`src/rtl/slave_bus_arbiter_if.sv`:
```
// Slave bus + output byte stream bundle for slave_bus_arbiter.
//
// Slave bus side (shared by all bus_interface ports):
//   sl_arb_request  per-port frame-ready request
//   sl_arb_grant    one-hot grant from the arbiter
//   sl_latch_tail   one-cycle pulse: granted port retires its current frame
//   sl_addr         read offset within the granted frame
//   sl_data         granted port's entry at sl_addr, one cycle after sl_addr
//   sl_tail         granted port's frame length in entries
// Output stream side (valid/ready):
//   out_data, out_flag, out_last, out_src, out_valid, out_ready
//   frame_abort     one-cycle pulse: granted port dropped its request mid-frame
//
// Modport master is the arbiter; modport slave is the ports/downstream side.
interface slave_bus_arbiter_if #(
  parameter int unsigned NUM_PORTS = 4,
  parameter int unsigned SRC_W     = 2
);
  logic [NUM_PORTS-1:0] sl_arb_request;
  logic [NUM_PORTS-1:0] sl_arb_grant;
  logic                 sl_latch_tail;
  logic [8:0]           sl_addr;
  logic [8:0]           sl_data;
  logic [8:0]           sl_tail;
  logic [7:0]           out_data;
  logic                 out_flag;
  logic                 out_last;
  logic [SRC_W-1:0]     out_src;
  logic                 out_valid;
  logic                 out_ready;
  logic                 frame_abort;

  modport master (
    input  sl_arb_request, sl_data, sl_tail, out_ready,
    output sl_arb_grant, sl_latch_tail, sl_addr,
    output out_data, out_flag, out_last, out_src, out_valid, frame_abort
  );

  modport slave (
    output sl_arb_request, sl_data, sl_tail, out_ready,
    input  sl_arb_grant, sl_latch_tail, sl_addr,
    input  out_data, out_flag, out_last, out_src, out_valid, frame_abort
  );
endinterface

```
`src/rtl/slave_bus_arbiter.sv`:
```
// slave_bus_arbiter
//
// Downstream consumer of the shared slave bus. Grants the bus to one requesting port at a
// time (round-robin), reads the granted port's frame by address from offset 0 to its tail,
// streams each entry out as a byte on a valid/ready port, then pulses sl_latch_tail so the
// port releases the frame. A port that drops its request before its frame is fully read
// gets a frame_abort pulse instead, and its frame is left in place.
//
// Ports:
//   clk    system clock
//   rst_n  asynchronous active-low reset
//   bus    slave_bus_arbiter_if.master: slave bus (request/grant/latch/addr/data/tail),
//          output stream (out_data/flag/last/src/valid/ready) and frame_abort.
//
// All outputs are registered.
module slave_bus_arbiter #(
  parameter int unsigned NUM_PORTS = 4,
  parameter int unsigned SRC_W     = 2
) (
  input  logic                clk,
  input  logic                rst_n,
  slave_bus_arbiter_if.master bus
);

  localparam int unsigned IdxW = (NUM_PORTS > 1) ? $clog2(NUM_PORTS) : 1;

  typedef enum logic [2:0] {
    StIdle,
    StTail,
    StAddr,
    StData,
    StRelease
  } state_e;

  state_e               state_q, state_d;
  logic [NUM_PORTS-1:0] grant_q, grant_d;
  logic                 latch_q, latch_d;
  logic                 abort_q, abort_d;
  logic [8:0]           addr_q, addr_d;
  logic [8:0]           rd_ptr_q, rd_ptr_d;
  logic [8:0]           len_q, len_d;
  logic [IdxW-1:0]      rr_q, rr_d;
  logic [IdxW-1:0]      win_q, win_d;
  logic [7:0]           out_data_q, out_data_d;
  logic                 out_flag_q, out_flag_d;
  logic                 out_last_q, out_last_d;
  logic [SRC_W-1:0]     out_src_q, out_src_d;
  logic                 out_valid_q, out_valid_d;

  // Round-robin pick: first set request searching upward from rr_q, with wrap.
  logic                 pick_found;
  logic [IdxW-1:0]      pick_idx;
  logic [IdxW-1:0]      cand_idx;
  int unsigned          cand;

  always_comb begin
    pick_found = 1'b0;
    pick_idx   = '0;
    cand       = 0;
    cand_idx   = '0;
    for (int unsigned i = 0; i < NUM_PORTS; i++) begin
      cand     = (32'(rr_q) + i) % NUM_PORTS;
      cand_idx = IdxW'(cand);
      if (!pick_found && bus.sl_arb_request[cand_idx]) begin
        pick_found = 1'b1;
        pick_idx   = cand_idx;
      end
    end
  end

  logic [NUM_PORTS-1:0] pick_onehot;
  logic                 req_granted;
  logic [IdxW-1:0]      rr_next;

  assign pick_onehot = {{(NUM_PORTS-1){1'b0}}, 1'b1} << pick_idx;
  // The winner's request as seen through the held grant.
  assign req_granted = |(bus.sl_arb_request & grant_q);
  assign rr_next     = (win_q == IdxW'(NUM_PORTS - 1)) ? '0 : win_q + IdxW'(1);

  always_comb begin
    state_d     = state_q;
    grant_d     = grant_q;
    latch_d     = 1'b0;
    abort_d     = 1'b0;
    addr_d      = addr_q;
    rd_ptr_d    = rd_ptr_q;
    len_d       = len_q;
    rr_d        = rr_q;
    win_d       = win_q;
    out_data_d  = out_data_q;
    out_flag_d  = out_flag_q;
    out_last_d  = out_last_q;
    out_src_d   = out_src_q;
    out_valid_d = out_valid_q;

    unique case (state_q)
      StIdle: begin
        if (pick_found) begin
          grant_d   = pick_onehot;
          win_d     = pick_idx;
          out_src_d = SRC_W'(pick_idx);
          state_d   = StTail;
        end
      end

      StTail: begin
        if (!req_granted) begin
          abort_d = 1'b1;
          grant_d = '0;
          state_d = StIdle;
        end else begin
          len_d    = bus.sl_tail;
          rd_ptr_d = '0;
          if (bus.sl_tail == 9'd0) begin
            // Empty frame: nothing to stream, just retire it.
            latch_d = 1'b1;
            state_d = StRelease;
          end else begin
            addr_d  = '0;
            state_d = StAddr;
          end
        end
      end

      StAddr: begin
        if (!req_granted) begin
          abort_d = 1'b1;
          grant_d = '0;
          state_d = StIdle;
        end else begin
          state_d = StData;
        end
      end

      StData: begin
        // Request is not checked here: a presented byte always completes its handshake.
        if (!out_valid_q) begin
          out_data_d  = bus.sl_data[7:0];
          out_flag_d  = bus.sl_data[8];
          out_last_d  = (rd_ptr_q == len_q - 9'd1); // len_q is nonzero in this state
          out_valid_d = 1'b1;
        end else if (bus.out_ready) begin
          out_valid_d = 1'b0;
          if (out_last_q) begin
            latch_d = 1'b1;
            state_d = StRelease;
          end else begin
            rd_ptr_d = rd_ptr_q + 9'd1;
            addr_d   = rd_ptr_q + 9'd1;
            state_d  = StAddr;
          end
        end
      end

      StRelease: begin
        // latch_q is high this cycle with the grant still held; drop both now.
        grant_d = '0;
        rr_d    = rr_next;
        state_d = StIdle;
      end

      default: begin
        grant_d = '0;
        state_d = StIdle;
      end
    endcase
  end

  always_ff @(posedge clk or negedge rst_n) begin
    if (!rst_n) begin
      state_q     <= StIdle;
      grant_q     <= '0;
      latch_q     <= 1'b0;
      abort_q     <= 1'b0;
      addr_q      <= '0;
      rd_ptr_q    <= '0;
      len_q       <= '0;
      rr_q        <= '0;
      win_q       <= '0;
      out_data_q  <= '0;
      out_flag_q  <= 1'b0;
      out_last_q  <= 1'b0;
      out_src_q   <= '0;
      out_valid_q <= 1'b0;
    end else begin
      state_q     <= state_d;
      grant_q     <= grant_d;
      latch_q     <= latch_d;
      abort_q     <= abort_d;
      addr_q      <= addr_d;
      rd_ptr_q    <= rd_ptr_d;
      len_q       <= len_d;
      rr_q        <= rr_d;
      win_q       <= win_d;
      out_data_q  <= out_data_d;
      out_flag_q  <= out_flag_d;
      out_last_q  <= out_last_d;
      out_src_q   <= out_src_d;
      out_valid_q <= out_valid_d;
    end
  end

  assign bus.sl_arb_grant  = grant_q;
  assign bus.sl_latch_tail = latch_q;
  assign bus.sl_addr       = addr_q;
  assign bus.out_data      = out_data_q;
  assign bus.out_flag      = out_flag_q;
  assign bus.out_last      = out_last_q;
  assign bus.out_src       = out_src_q;
  assign bus.out_valid     = out_valid_q;
  assign bus.frame_abort   = abort_q;

endmodule

```
`src/flat_wrapper.sv`:
```
// flat-port wrapper written by rule: the top's interface ports become plain ports
module slave_bus_arbiter_flat 
#(
  parameter int unsigned NUM_PORTS = 4,
  parameter int unsigned SRC_W     = 2
)
  (clk, rst_n, bus_sl_arb_request, bus_sl_data, bus_sl_tail, bus_out_ready, bus_sl_arb_grant, bus_sl_latch_tail, bus_sl_addr, bus_out_data, bus_out_flag, bus_out_last, bus_out_src, bus_out_valid, bus_frame_abort);
  slave_bus_arbiter_if #(.NUM_PORTS(NUM_PORTS), .SRC_W(SRC_W)) bus_i ();
  input  logic clk;
  input  logic rst_n;
  input wire logic [$bits(bus_i.sl_arb_request)-1:0] bus_sl_arb_request;
  input wire logic [$bits(bus_i.sl_data)-1:0] bus_sl_data;
  input wire logic [$bits(bus_i.sl_tail)-1:0] bus_sl_tail;
  input wire logic [$bits(bus_i.out_ready)-1:0] bus_out_ready;
  output wire logic [$bits(bus_i.sl_arb_grant)-1:0] bus_sl_arb_grant;
  output wire logic [$bits(bus_i.sl_latch_tail)-1:0] bus_sl_latch_tail;
  output wire logic [$bits(bus_i.sl_addr)-1:0] bus_sl_addr;
  output wire logic [$bits(bus_i.out_data)-1:0] bus_out_data;
  output wire logic [$bits(bus_i.out_flag)-1:0] bus_out_flag;
  output wire logic [$bits(bus_i.out_last)-1:0] bus_out_last;
  output wire logic [$bits(bus_i.out_src)-1:0] bus_out_src;
  output wire logic [$bits(bus_i.out_valid)-1:0] bus_out_valid;
  output wire logic [$bits(bus_i.frame_abort)-1:0] bus_frame_abort;
  assign bus_i.sl_arb_request = bus_sl_arb_request;
  assign bus_i.sl_data = bus_sl_data;
  assign bus_i.sl_tail = bus_sl_tail;
  assign bus_i.out_ready = bus_out_ready;
  assign bus_sl_arb_grant = bus_i.sl_arb_grant;
  assign bus_sl_latch_tail = bus_i.sl_latch_tail;
  assign bus_sl_addr = bus_i.sl_addr;
  assign bus_out_data = bus_i.out_data;
  assign bus_out_flag = bus_i.out_flag;
  assign bus_out_last = bus_i.out_last;
  assign bus_out_src = bus_i.out_src;
  assign bus_out_valid = bus_i.out_valid;
  assign bus_frame_abort = bus_i.frame_abort;
  slave_bus_arbiter #(.NUM_PORTS(NUM_PORTS), .SRC_W(SRC_W)) u_core (.clk(clk), .rst_n(rst_n), .bus(bus_i));
endmodule
```
`config.mk`:
```
export PLATFORM = sky130hd
export DESIGN_NAME = slave_bus_arbiter_flat
export DESIGN_NICKNAME = d
export VERILOG_FILES = /design/src/rtl/slave_bus_arbiter_if.sv /design/src/rtl/slave_bus_arbiter.sv /design/src/flat_wrapper.sv
export SDC_FILE = /design/constraint.sdc
export NUM_CORES = 1
export LEC_CHECK = 0
export CAP_MARGIN = 25
export CORE_MARGIN = 2
export CORE_UTILIZATION = 45
export DETAILED_ROUTE_END_ITERATION = 10
export HOLD_SLACK_MARGIN = 0.06
export PLACE_DENSITY = 0.74
export SYNTH_ARGS = -nofsm -noshare
export SYNTH_HDL_FRONTEND = slang
export SYNTH_SLANG_ARGS = --single-unit
```
`constraint.sdc`:
```
create_clock -name clk -period 1.5 [get_ports clk]
set_input_delay 0.3 -clock clk [delete_from_list [all_inputs] [get_ports clk]]
set_output_delay 0.3 -clock clk [all_outputs]
set_load 0.01 [all_outputs]
```
# Word-level counts from Yosys, hierarchy flattened
# Cells that the tools add are included.
# totals
inputBits	25
n_memories	0
mem_bits_rw	0
ff_bits	51
latch_bits	0
output_inout_bits	28
romBits	0
elab_cells	104
# op_classes
add_sub_neg	6
muxes	46
n_eq_ne	13
div_mod_pow	0
bitwise_logic	3
reduce_logical	18
order_cmp	4
shifts	1
mul	0
# op_table
operator	count
9-bit two-way mux	6
9-bit case mux with 2 select lines	2
3-bit two-way mux	6
1-bit two-way mux	17
2-bit by 3-bit less-than comparator with 1-bit output, second input constant	4
2-bit two-way mux	6
3-bit case mux with 4 select lines	1
4-bit case mux with 3 select lines	1
9-bit by 1-bit adder with 9-bit output, second input constant	1
9-bit equality test	1
9-bit zero test	1
9-bit by 1-bit subtractor with 9-bit output, second input constant	1
1-bit binary-select mux with 2-bit select	4
4-bit two-way mux	2
2-bit != test, second input constant	4
3-bit by 2-bit equality test with 1-bit output, second input constant	2
2-bit by 1-bit != test with 1-bit output, second input constant	3
2-bit AND reduction	3
3-bit AND reduction	2
6-bit AND reduction	1
5-bit AND reduction	1
2-bit by 1-bit adder with 2-bit output, second input constant	2
2-bit adder, second input constant	2
4-bit AND	1
other kinds (12)	17

# Longest topological paths before layout
# depth
depth_word	15
mapped_depth	7
ltp_nobuf	7

# Least setup slack after synthesis
# OpenSTA, ideal clock, no wires.
# synth_path
path_type	reg-to-reg
from	reg u_core.len_q[0]
to	reg u_core.out_last_q (netlist: u_core.bus.out_last)
path_slack_ns	-0.107
setup_time_ns	0.087
required_ns	1.413
arrival_time_ns	1.520
stages_incl_launch_ff	8
n_path_buf	0
period_less_slack_ns	1.607
path_cell_list	dfrtp_1 inv_1 ha_1 xor2_1 o211ai_4 a211oi_2 a31oi_1 a211oi_2
# synth_via
elab_chain_cells	2
# synth_lines
element	line_no	text
start, declared	slave_bus_arbiter.sv:41	logic [8:0] len_q, len_d;
start signal, assigned	slave_bus_arbiter.sv:192	len_q <= len_d;
9-bit by 1-bit subtractor with 9-bit output	slave_bus_arbiter.sv:140	out_last_d = (rd_ptr_q == len_q - 9'd1);
9-bit equality test	slave_bus_arbiter.sv:140	
end signal, assigned	slave_bus_arbiter.sv:197	out_last_q <= out_last_d;
end, declared	slave_bus_arbiter.sv:46	logic out_last_q, out_last_d;
# Every way passes these cells.
# A chain may end at the register's enable or synchronous reset.

# Final worst setup path
# layout_path
from	reg u_core.out_last_q (netlist: u_core.bus.out_last)
to	out bus_out_last
# layout_lines
element	line_no	text
end, declared	flat_wrapper.sv:20	output wire logic [$bits(bus_i.out_last)-1:0] bus_out_last;
# No word-level cell between the ends.

==> run_results.csv <==
group,metric,value,unit
clock_network,path_clk_slew,90,ps
worst_setup_path,required,1200,ps
clock_network,cts_root_buffer,"clkbuf_8",
clock_network,insertion_delay,310,ps
cells_and_area,fin_area,3970,µm²
global_route,grt_usage,20.7,%
place,place_ws,-512,ps
worst_setup_path,path_buf_inv,1,
place,gp_congestion,0.786,
clock_network,cts.path.max_buffers,2,
place,io_buffers,52,
status,violations,"setup timing",
place,placedInstanceArea,3630,µm²
clock_network,cts_tree,"done",
synthesis,postSynthAreaPerCell,10.3,µm²
floorplanning,rows,27,
route,drc,0,
sta,relSlewSlack,70.4,%
floorplanning,die-area,6470,µm²
global_route,grt_pass1_vias,2192,
power_and_ir_drop,ir_worst_vdd,1020,µV
sta,setup-violations-final,19,
sta,drv_slew,0,
status,status,"complete, but fails checks",
sta,fin_ws,-128,ps
sta,fin_setup_tns,-1090,ps
job,drv_cap,0,
floorplanning,core,5570,µm²
route,num_vias,2243,
synthesis,netlist_area,2630,µm²
global_route,grt_max_degree,52,
synthesis,ys.flop_type,"dfrtp_1",
synthesis,yosysSeqAreaShare,48.5,%
sta,rsz0062_at_grt,"yes",
cells_and_area,areaGrowthSynthToFinish,50.7,%
synthesis,ys_types,51,
route,vias_per_cell,5.11,
clock_network,cts.sink_count,51,
sta,fmax,614,MHz
sta,period_needed,1630,ps
route,wl,6.39,mm
power_and_ir_drop,cellLeakagePower,1.95,nW
worst_setup_path,critical-path-top-delay-family,"buffers and inverters",
worst_setup_path,endpoint_kind,"primary output",
global_route,grt_remaining_overflow,0,
floorplanning,chipWidth,80.5,µm
sta,fin_skew,7.04,ps
route,drtAntennaViolNets,0,
cells_and_area,diodes,0,
sta,hold_viol,0,
clock_network,h-tree-depth,2,
route,route.detailed.wl_per_inst,14.5,µm
synthesis,async_flop_share,100,%
synthesis,syn-instance-count,256,
synthesis,synth_edf_count,0,
sta,finalCritPeriodShare,109,%
floorplanning,die_y,80.5,µm
cells_and_area,layout-drive-gt1-share,34.6,%
place,dp_hpwl,4.52,mm
synthesis,syn_nets,284,
floorplanning,ios,53,
cells_and_area,nets,395,
floorplanning,start_util,47.2,%
global_route,grt_pass1_wl,10.2,mm
worst_hold_path,hold_class,"in -> reg",
worst_setup_path,worst_path_max_delay_cell,"clkdlybuf4s50_1",
synthesis,ys_warn_count,0,
worst_setup_path,path_class,"reg -> out",
worst_setup_path,cp.arrival,1330,ps
synthesis,ys_ff_latch,51,
worst_setup_path,critPathMaxStageDelay,580,ps
global_route,antenna_found_initial,0,
sta,worst_pin_slew,442,ps
worst_setup_path,cp-start-kind,"register",
power_and_ir_drop,power_density,1630,nW/µm²
worst_setup_path,worstPathCellList,"clkdlybuf4s50_1",
worst_setup_path,cp_max_fo,5,
clock_network,cts_made_buffers,5,
route,first_iter_violations,109,
route,firstDrtPassIters,4,
-- cells in the mapped netlist, types with 3 or more instances --
library cell,count,area (µm²)
o21ai_0,14,70.1
xnor2_1,12,105
a211oi_2,3,37.5
ha_1,3,37.5
dfrtp_1,51,1280
and3_1,3,18.8
mux2_2,11,124
nor3b_1,4,30.0
clkbuf_1,7,26.3
o21ai_1,4,20.0
xor2_1,3,26.3
mux2_1,6,67.6
nand3_1,8,40.0
nand2_1,42,158
nor2_1,13,48.8
nor4_1,3,18.8
a21oi_1,10,50.1
nor3_1,3,15.0
a22o_1,6,52.6
inv_1,8,30.0
-- power by group --
| part | switching, mW | internal [mW] | leakage (nW) | total [mW] |
|---|---|---|---|---|
| sequential | 0.346 | 1.78 | 0.662 | 2.13 |
| combinational | 1.51 | 1.89 | 1.24 | 3.41 |
| clock | 0.450 | 0.488 | 0.0502 | 0.938 |
-- metrics by stage --
stage                     total power [mW]  hold slack (ps)  std cells  utilization [%]
after floorplan                       3.66             4.41        256                -
after global placement                5.02              310        424             65.1
after detailed placement              5.12              313        424             65.1
after CTS                             6.18              492        436             68.3
after global routing                  6.89              312        439             71.2
final                                 6.47              320        439             71.2
-- placed cells by master, fill, tap and decap left out, types with 3 or more instances in the layout --
cell type and n:
buf_4 56, dfrtp_1 50, nand2_1 38, dlygate4sd2_1 23, clkdlybuf4s50_1 19, o21ai_0 13
xnor2_1 12, nor2_1 11, mux2_2 11, dlymetal6s2s_1 9, a21oi_1 8, mux2_4 6
inv_1 6, a22o_1 6, nand3_1 6, buf_6 6, clkbuf_8 5, nor3b_1 4
nand2_2 3, o21ai_1 3, and3_1 3
-- area by class of cell --
class,instances,area (µm²)
clock buffer,5,68.8
sequential,51,1280
clock inverter,2,37.5
fill,405,1610
tap,72,90.1
timing repair buffer,116,1030
multi-input combinational,185,1440
inverter,8,30.0
-- worst paths after layout --
kind                                        from               endpoint  slack (ps)  depth (start not counted)
setup / recovery             u_core.bus.out_last           bus_out_last        -130                          1
hold / removal                    bus_sl_tail[2]        u_core.len_q[2]         320                          2
setup reg to reg                 u_core.len_q[0]    u_core.bus.out_last        -100                          5
hold reg to reg            u_core.bus.sl_addr[7]  u_core.bus.sl_addr[7]         480                          2
max in group asynchronous                  rst_n      u_core.state_q[1]         760                          3
min in group asynchronous                  rst_n  u_core.bus.sl_addr[1]         500                          3
-- per-layer routing --
layer | up-vias | wire, µm | global-route usage [%]
met4 | 0 | 66 | 6.44
li1 | 1120 | - | -
met1 | 1068 | 2820 | 25.9
met3 | 5 | 345 | 4.94
met5 | - | 0 | 0
met2 | 50 | 3150 | 35.3
-- flip-flops by register name, summed over array words and instances (netlist names) --
name and cells:
u_core.rr_q 2, u_core.bus.out_last 1, u_core.state_q 3, u_core.rd_ptr_q 9, u_core.bus.out_valid 1, u_core.len_q 9, u_core.bus.sl_arb_grant 4, u_core.bus.sl_addr 9
u_core.bus.out_data 8, u_core.bus.frame_abort 1, u_core.win_q 2, u_core.bus.sl_latch_tail 1, u_core.bus.out_flag 1
-- what timing repair did --
action,CTS,global route
gates resized for setup,37,36
endpoints found under the hold margin,51,0
buffers inserted,5,3
endpoints found under the setup margin,49,53
hold buffers,1,0
pin swaps,13,9
-- cell families after synthesis --
group           Yosys count  share of synthesized area, %
fa+ha+maj                 3                          1.43
compound gates           54                          15.3
buf+inv                  20                          3.66
flops                    51                          48.5
simple gates             94                          18.1
xor+xnor                 15                          4.99
mux                      19                          8.04
No activity file was read; power rests on OpenSTA's default activity.
